## config.mk

```make
export PLATFORM = sky130hd
export DESIGN_NAME = ps2_rx
export DESIGN_NICKNAME = d
export VERILOG_FILES = /design/src/rtl/ps2_rx.sv
export SDC_FILE = /design/constraint.sdc
export NUM_CORES = 1
export LEC_CHECK = 0
export CAP_MARGIN = 20
export CORE_ASPECT_RATIO = 1.5
export CORE_UTILIZATION = 62
export CTS_CLUSTER_SIZE = 10
export DETAILED_ROUTE_END_ITERATION = 7
export GPL_TIMING_DRIVEN = 0
export PLACE_DENSITY = 0.9
export SYNTH_ARGS = -nofsm -noshare
export SYNTH_HDL_FRONTEND = slang
export SYNTH_SLANG_ARGS = --single-unit
export TNS_END_PERCENT = 50
```

## constraint.sdc

```tcl
create_clock -name clk_i -period 3.7 [get_ports clk_i]
set_input_delay 1.11 -clock clk_i [delete_from_list [all_inputs] [get_ports clk_i]]
set_output_delay 1.11 -clock clk_i [all_outputs]
set_load 0.02 [all_outputs]
```

## src/rtl/ps2_rx.sv

```systemverilog
// ps2_rx: PS/2 device-to-host frame receiver.
// Synchronizes and deglitches the PS/2 clock, samples data on filtered falling
// edges, and reports each 11-bit frame as a good byte, a parity error or a
// framing error (bad stop bit or stalled clock).
module ps2_rx #(
  parameter int unsigned FILTER_LEN     = 8,    // must be at least 2
  parameter int unsigned TIMEOUT_CYCLES = 8191
) (
  input  logic       clk_i,
  input  logic       reset_ni,
  input  logic       rx_en_i,
  input  logic       ps2c_i,
  input  logic       ps2d_i,
  output logic [7:0] data_o,
  output logic       valid_o,
  output logic       parity_err_o,
  output logic       frame_err_o,
  output logic       busy_o
);

  localparam int unsigned TO_W = $clog2(TIMEOUT_CYCLES + 1);

  typedef enum logic [1:0] {IDLE, DATA, PARITY, STOP} state_t;

  state_t                state_q;
  state_t                state_d;
  logic [1:0]            ps2c_sync_q;
  logic [1:0]            ps2d_sync_q;
  logic                  ps2c_s;
  logic                  ps2d_s;
  logic [FILTER_LEN-1:0] filter_q;
  logic                  clk_filt_q;
  logic                  clk_filt_d;
  logic                  fall_q;
  logic [2:0]            bit_cnt_q;
  logic [7:0]            shift_q;
  logic                  parity_q;
  logic [TO_W-1:0]       timeout_q;
  logic                  timeout_hit;
  logic                  frame_done;
  logic                  frame_good;
  logic                  frame_par_bad;
  logic                  frame_stop_bad;
  logic                  timeout_err;

  assign ps2c_s = ps2c_sync_q[1];
  assign ps2d_s = ps2d_sync_q[1];

  // Two-flop synchronizers for both asynchronous PS/2 lines; idle level is high.
  always_ff @(posedge clk_i or negedge reset_ni) begin
    if (!reset_ni) begin
      ps2c_sync_q <= 2'b11;
      ps2d_sync_q <= 2'b11;
    end else begin
      ps2c_sync_q <= {ps2c_sync_q[0], ps2c_i};
      ps2d_sync_q <= {ps2d_sync_q[0], ps2d_i};
    end
  end

  // The filtered clock only moves once the whole sample window agrees.
  always_comb begin
    clk_filt_d = clk_filt_q;
    if (&filter_q) begin
      clk_filt_d = 1'b1;
    end else if (~|filter_q) begin
      clk_filt_d = 1'b0;
    end
  end

  // Sample window, filtered level and the one-cycle falling-edge strobe.
  always_ff @(posedge clk_i or negedge reset_ni) begin
    if (!reset_ni) begin
      filter_q   <= {FILTER_LEN{1'b1}};
      clk_filt_q <= 1'b1;
      fall_q     <= 1'b0;
    end else begin
      filter_q   <= {filter_q[FILTER_LEN-2:0], ps2c_s};
      clk_filt_q <= clk_filt_d;
      fall_q     <= clk_filt_q & ~clk_filt_d;
    end
  end

  // Inter-edge watchdog: reloaded on every edge, counts down while a frame is open.
  always_ff @(posedge clk_i or negedge reset_ni) begin
    if (!reset_ni) begin
      timeout_q <= '0;
    end else if (fall_q) begin
      timeout_q <= TO_W'(TIMEOUT_CYCLES);
    end else if (busy_o && (timeout_q != '0)) begin
      timeout_q <= timeout_q - TO_W'(1);
    end
  end

  // FSM state register.
  always_ff @(posedge clk_i or negedge reset_ni) begin
    if (!reset_ni) begin
      state_q <= IDLE;
    end else begin
      state_q <= state_d;
    end
  end

  // FSM next state: disable beats an edge, and an edge beats the watchdog.
  always_comb begin
    state_d = state_q;
    if (!rx_en_i) begin
      state_d = IDLE;
    end else if (fall_q) begin
      case (state_q)
        IDLE:    if (!ps2d_s) state_d = DATA;
        DATA:    if (bit_cnt_q == 3'd7) state_d = PARITY;
        PARITY:  state_d = STOP;
        STOP:    state_d = IDLE;
        default: state_d = IDLE;
      endcase
    end else if (timeout_hit) begin
      state_d = IDLE;
    end
  end

  // FSM outputs: busy flag and end-of-frame outcome decode.
  always_comb begin
    busy_o         = (state_q != IDLE);
    timeout_hit    = (state_q != IDLE) && (timeout_q == '0);
    frame_done     = rx_en_i && fall_q && (state_q == STOP);
    frame_good     = frame_done && ps2d_s && (^{shift_q, parity_q});
    frame_par_bad  = frame_done && ps2d_s && !(^{shift_q, parity_q});
    frame_stop_bad = frame_done && !ps2d_s;
    timeout_err    = rx_en_i && !fall_q && timeout_hit;
  end

  // Frame datapath: bit capture on edges and registered result pulses.
  always_ff @(posedge clk_i or negedge reset_ni) begin
    if (!reset_ni) begin
      bit_cnt_q    <= '0;
      shift_q      <= '0;
      parity_q     <= 1'b0;
      data_o       <= '0;
      valid_o      <= 1'b0;
      parity_err_o <= 1'b0;
      frame_err_o  <= 1'b0;
    end else begin
      valid_o      <= frame_good;
      parity_err_o <= frame_par_bad;
      frame_err_o  <= frame_stop_bad | timeout_err;
      if (frame_good) begin
        data_o <= shift_q;
      end
      if (rx_en_i && fall_q) begin
        case (state_q)
          IDLE: bit_cnt_q <= '0;
          DATA: begin
            shift_q   <= {ps2d_s, shift_q[7:1]};
            bit_cnt_q <= bit_cnt_q + 3'd1;
          end
          PARITY:  parity_q <= ps2d_s;
          default: ;
        endcase
      end
    end
  end

endmodule

```

# == Yosys cells after proc, flatten, opt, wreduce, memory -nomap -nowiden ==
# Index checks and enable logic that the tools add are counted.
# word_totals
reg_bits,52
output_inout_bits,12
mem_count,0
rom_bits,0
ramBits,0
latchBits,0
# classes
bitwise_logic,3
magnitude_cmp,0
multipliers,0
eq_ne,7
n_reduce_logical,26
muxes,11
shift,0
add_sub_neg,2
div_mod_pow,0
# op_table
operator,count
$mux W13,2
$logic_not A13 Y1,1
$reduce_bool A13 Y1,1
$sub A13 B1 Y13 const B,1
$logic_and A1 B1 Y1,10
$mux W2,5
$reduce_xor A9 Y1,1
$ne A4 B4 Y1 const B,2
$pmux W2 S4,1
$reduce_and A8 Y1,1
$reduce_or A8 Y1,1
$pmux W3 S2,1
$reduce_and A2 Y1,3
$reduce_bool A2 Y1,3
$eq A2 B2 Y1 const B,2
$add A3 B1 Y3 const B,1
$eq A3 B3 Y1 const B,1
$logic_not A1 Y1,3
$ne A3 B1 Y1 const B,1
$reduce_and A3 Y1,1
$eq A2 B1 Y1 const B,1
$logic_not A2 Y1,1
$mux W1,2
$and A1 B1 Y1,1
2 further kinds,2

# == Depth between registers and ports, before layout ==
# depth
ltp_word,5
ltp_mapped,7
mapped_depth_nobuf,7

# == Worst setup path before layout ==
# OpenSTA, ideal clock, no wires.
# synth_timing
path_kind,input-to-reg
start,input rx_en_i
end,register data_o[0]
path_stages,4
required_ns,3.575
setup_slack_ns,1.584
n_path_buf,0
arrival_ns,1.991
setup_time_ns,0.125
path_cell_list,and4_1 -> nand2_1 -> mux2i_4 -> mux2_2
# synth_between
elab_chain_len,4
# synth_rtl
element,line,text
start: declaration,11,"input logic rx_en_i,"
$logic_and A1 B1 Y1 (2 in a row),125,frame_done = rx_en_i && fall_q && (state_q == STOP);
$logic_and A1 B1 Y1 (2 in a row),126,"frame_good = frame_done && ps2d_s && (^{shift_q, parity_q});"
net frame_good,41,logic frame_good;
end signal: assignment,147,data_o <= shift_q;
end: declaration,14,"output logic [7:0] data_o,"
# The timed path passes the listed nets, and every way through them passes these cells.
# A chain may end at the register's enable or synchronous reset.

# == Final worst setup path ==
# layout_timing
start,register state_q[0]
end,output busy_o
# layout_between
elab_chain_len,1
# layout_rtl
element,line,text
start: declaration,25,state_t state_q;
start signal: assignment,99,state_q <= state_d;
$reduce_bool A2 Y1,123,busy_o = (state_q != IDLE);
end: declaration,18,output logic busy_o
# No other way between the ends.

==> flow_summary.yaml <==
status:
  status: "finished, final reports clean"
floorplan:
  fp.dieH_um: 77.1
  io_pins: 17
  initial_utilization: 0.664
  num_rows: 26
  core_mm2: 0.00351
  die_width_um: 52.1
  dieArea_mm2: 0.00402
timing:
  slew_viol_final: 0
  rsz0062_at_grt: "no"
  hold_viol: 0
  post-route-period-util: 0.810
  setup_viol: 0
  period_needed_ps: 3000
  finalWorstSetupSlack_ps: 704
  finClkSkew_ps: 10.9
  maxSlewHeadroom: 0.488
  worst_slew_pin_slew_ps: 766
  holdWs_ps: 365
  setup_tns_ps: 0
  clock.fmax_ghz: 0.334
setup_path:
  crit_arrival_ps: 1890
  start_kind: "register"
  rr_worst_depth: 7
  path_delay_family: "buffers and inverters"
  cp_data_required_time_ps: 2590
  critPathMaxFanout: 7
  cp_common_cell: "inv_1"
  rr_startpoint: "state_q[0]"
  r2r-end: "timeout_q[7]"
  slowest_delay_ps: 600
  end_kind: "output pin"
  crit_start: "state_q[0]"
  r2r_slack_ps: 1280
  endpoint: "busy_o"
  path_buf_inv: 3
  path_depth: 4
  crit_type: "reg2out"
  crit_slowest_cell: "clkdlybuf4s50_1"
  path_cells: "inv_1 -> ha_1 -> inv_1 -> clkdlybuf4s50_1"
place:
  dp.final_hpwl_um: 2940
  io_buffers: 16
  pre_cts_slack_ps: 776
  gp_congestion: 0.763
  placed_area_mm2: 0.00256
power:
  p_leak_uw: 0.00120
  p_seq_frac: 0.581
  p_switching_uw: 311
  p_int_uw: 795
  p_sw_frac: 0.281
  comb_power_share: 0.115
  power_density_mw_per_mm2: 416
  vdd_drop_max_v: 0.000425
  pwr-share-clk: 0.304
clocking:
  cts_tree: "built"
  root_buffer: "clkbuf_8"
  worstSkewPairLatency_ps: 310
  numCtsBuffers: 5
  cts_sinks: 52
  htree_levels: 2
  clkSlewWorstSetupHoldPaths_ps: 100
  cts_resized: 0
  postCtsHoldBufs: 0
  post_cts_buffers: 0
  cts_buffer_depth: 2
detailed_routing:
  avgRoutedWirePerCell_um: 16.2
  wl_um: 4080
  first_pass_iters: 4
  ant_nets: 0
  met1_length_um: 1570
  via_per_inst: 5.89
  wl_met3_um: 134
  drtIter0Drc: 21
  dr.max_layer_used: "met4"
  drc_errors: 0
  vias: 1485
  wl_met2_um: 2240
synth:
  synth_seq_area_share: 0.565
  netlist_area_mm2: 0.00233
  synth_cell_types: 38
  avgSynthCellArea_um2: 12.6
  synthCells: 185
  yosysWarnings: 0
  synth_fp_nets: 199
  synthDominantCellAreaShare: 0.418
  yosysTopAreaCell: "dfrtp_1"
  ys_ff_latch: 52
  ys_top_cells_by_area: "dfrtp_1, dfstp_2, mux2_2"
global_route:
  grt_pass1_vias: 1552
  antenna_found_initial: 0
  grt_max_degree: 32
  overflow: 0
  grt_use_total: 0.244
  grt_pass1_wl_um: 7030
finish:
  post-route-util: 0.756
  syn_to_final_growth_pct: 13.9
  layout_common_cells: "dfrtp_1, mux2_2, clkdlybuf4s50_1"
  final_common_cell: "dfrtp_1"
  num-fill-cells: 228
  design_area_mm2: 0.00266
  nets: 223
  multiInputGateArea_um2: 977
  diodes: 0
  drive_gt1_frac: 0.210
  ff_latch_area_mm2: 0.00132
min_path:
  hold_path.class: "reg2reg"
run:
  maxCapViolCount: 0
==> Yosys cell counts <==
library cell / instances
nand3b_1: 4
and3_1: 4
dfrtp_1: 39
clkbuf_1: 3
a31oi_2: 1
xnor2_1: 8
inv_1: 7
nand2_1: 8
ha_1: 9
mux2_2: 16
a41o_1: 1
nor2_1: 9
nor3b_1: 1
a21boi_0: 2
or3_1: 2
nor4b_2: 1
or3b_1: 1
nand4b_1: 3
mux2i_4: 1
o21bai_1: 3
nor3_1: 2
xnor2_2: 1
nor4_1: 3
o211ai_1: 2
xor2_1: 5
a41oi_1: 2
nand4_1: 2
nand3_1: 4
dfstp_2: 13
and4_1: 2
nor4_4: 1
a22o_1: 2
a22oi_1: 1
o21ai_0: 7
a211o_1: 1
and2_1: 2
a21oi_1: 5
nand2b_1: 7
==> power groups by stage <==
stage               clock network (uW)  logic (uW)  registers (uW)
global placement                     0         115             648
CTS                                346         128             642
detailed placement                   0         128             652
global route                       368         145             647
finish                             336         127             642
floorplan                            0        86.4             643
==> worst min path at each step <==
| stage | slack [ps] | start | to | cells after the start |
|---|---|---|---|---|
| 3_3_place_gp | 350 | ps2c_sync_q[1] | filter_q[0] | 0 |
| 6_report | 360 | ps2c_sync_q[0] | ps2c_sync_q[1] | 0 |
| 3_5_place_dp | 350 | ps2c_sync_q[0] | ps2c_sync_q[1] | 0 |
| 4_1_cts | 370 | ps2c_sync_q[0] | ps2c_sync_q[1] | 0 |
| 5_1_grt | 370 | ps2c_sync_q[0] | ps2c_sync_q[1] | 0 |
| 2_1_floorplan | 350 | ps2c_sync_q[1] | filter_q[0] | 0 |
==> final cells by class <==
cell class,instances,share of cell area
plain buffers,3,0.00424
repair buffers,17,0.0659
clock inverters,3,0.0104
multi-input cells,123,0.368
well taps,42,0.0198
inverters,7,0.00989
clock buffers,5,0.0259
flip-flops and latches,52,0.496
==> per-layer routing <==
metal  up-vias  GRT usage
met3        10     0.0575
met4         0      0.124
met5         -          0
met2        33      0.417
met1       734      0.270
li1        708          -
==> sequential cells by signal (all words and copies together), names as in the netlist, 2 cells and up <==
register and flops:
data_o 8, filter_q 8, ps2d_sync_q 2, bit_cnt_q 3, state_q 2, timeout_q 13, shift_q 8, ps2c_sync_q 2
==> cells by family after synthesis <==
group | share of synthesized area
adders and majority gates | 0.0483
buffers and inverters | 0.0161
muxes | 0.0869
AOI/OAI and AO/OA | 0.0799
xor gates and xnor gates | 0.0558
DFF | 0.565
and+or+nand+nor | 0.148
==> per-stage QoR <==
stage	total power, uW	instances
floorplan	730	185
finish	1110	252
CTS	1120	252
global placement	763	243
detailed placement	780	244
global route	1160	252
(Power assumes the default switching activity.)
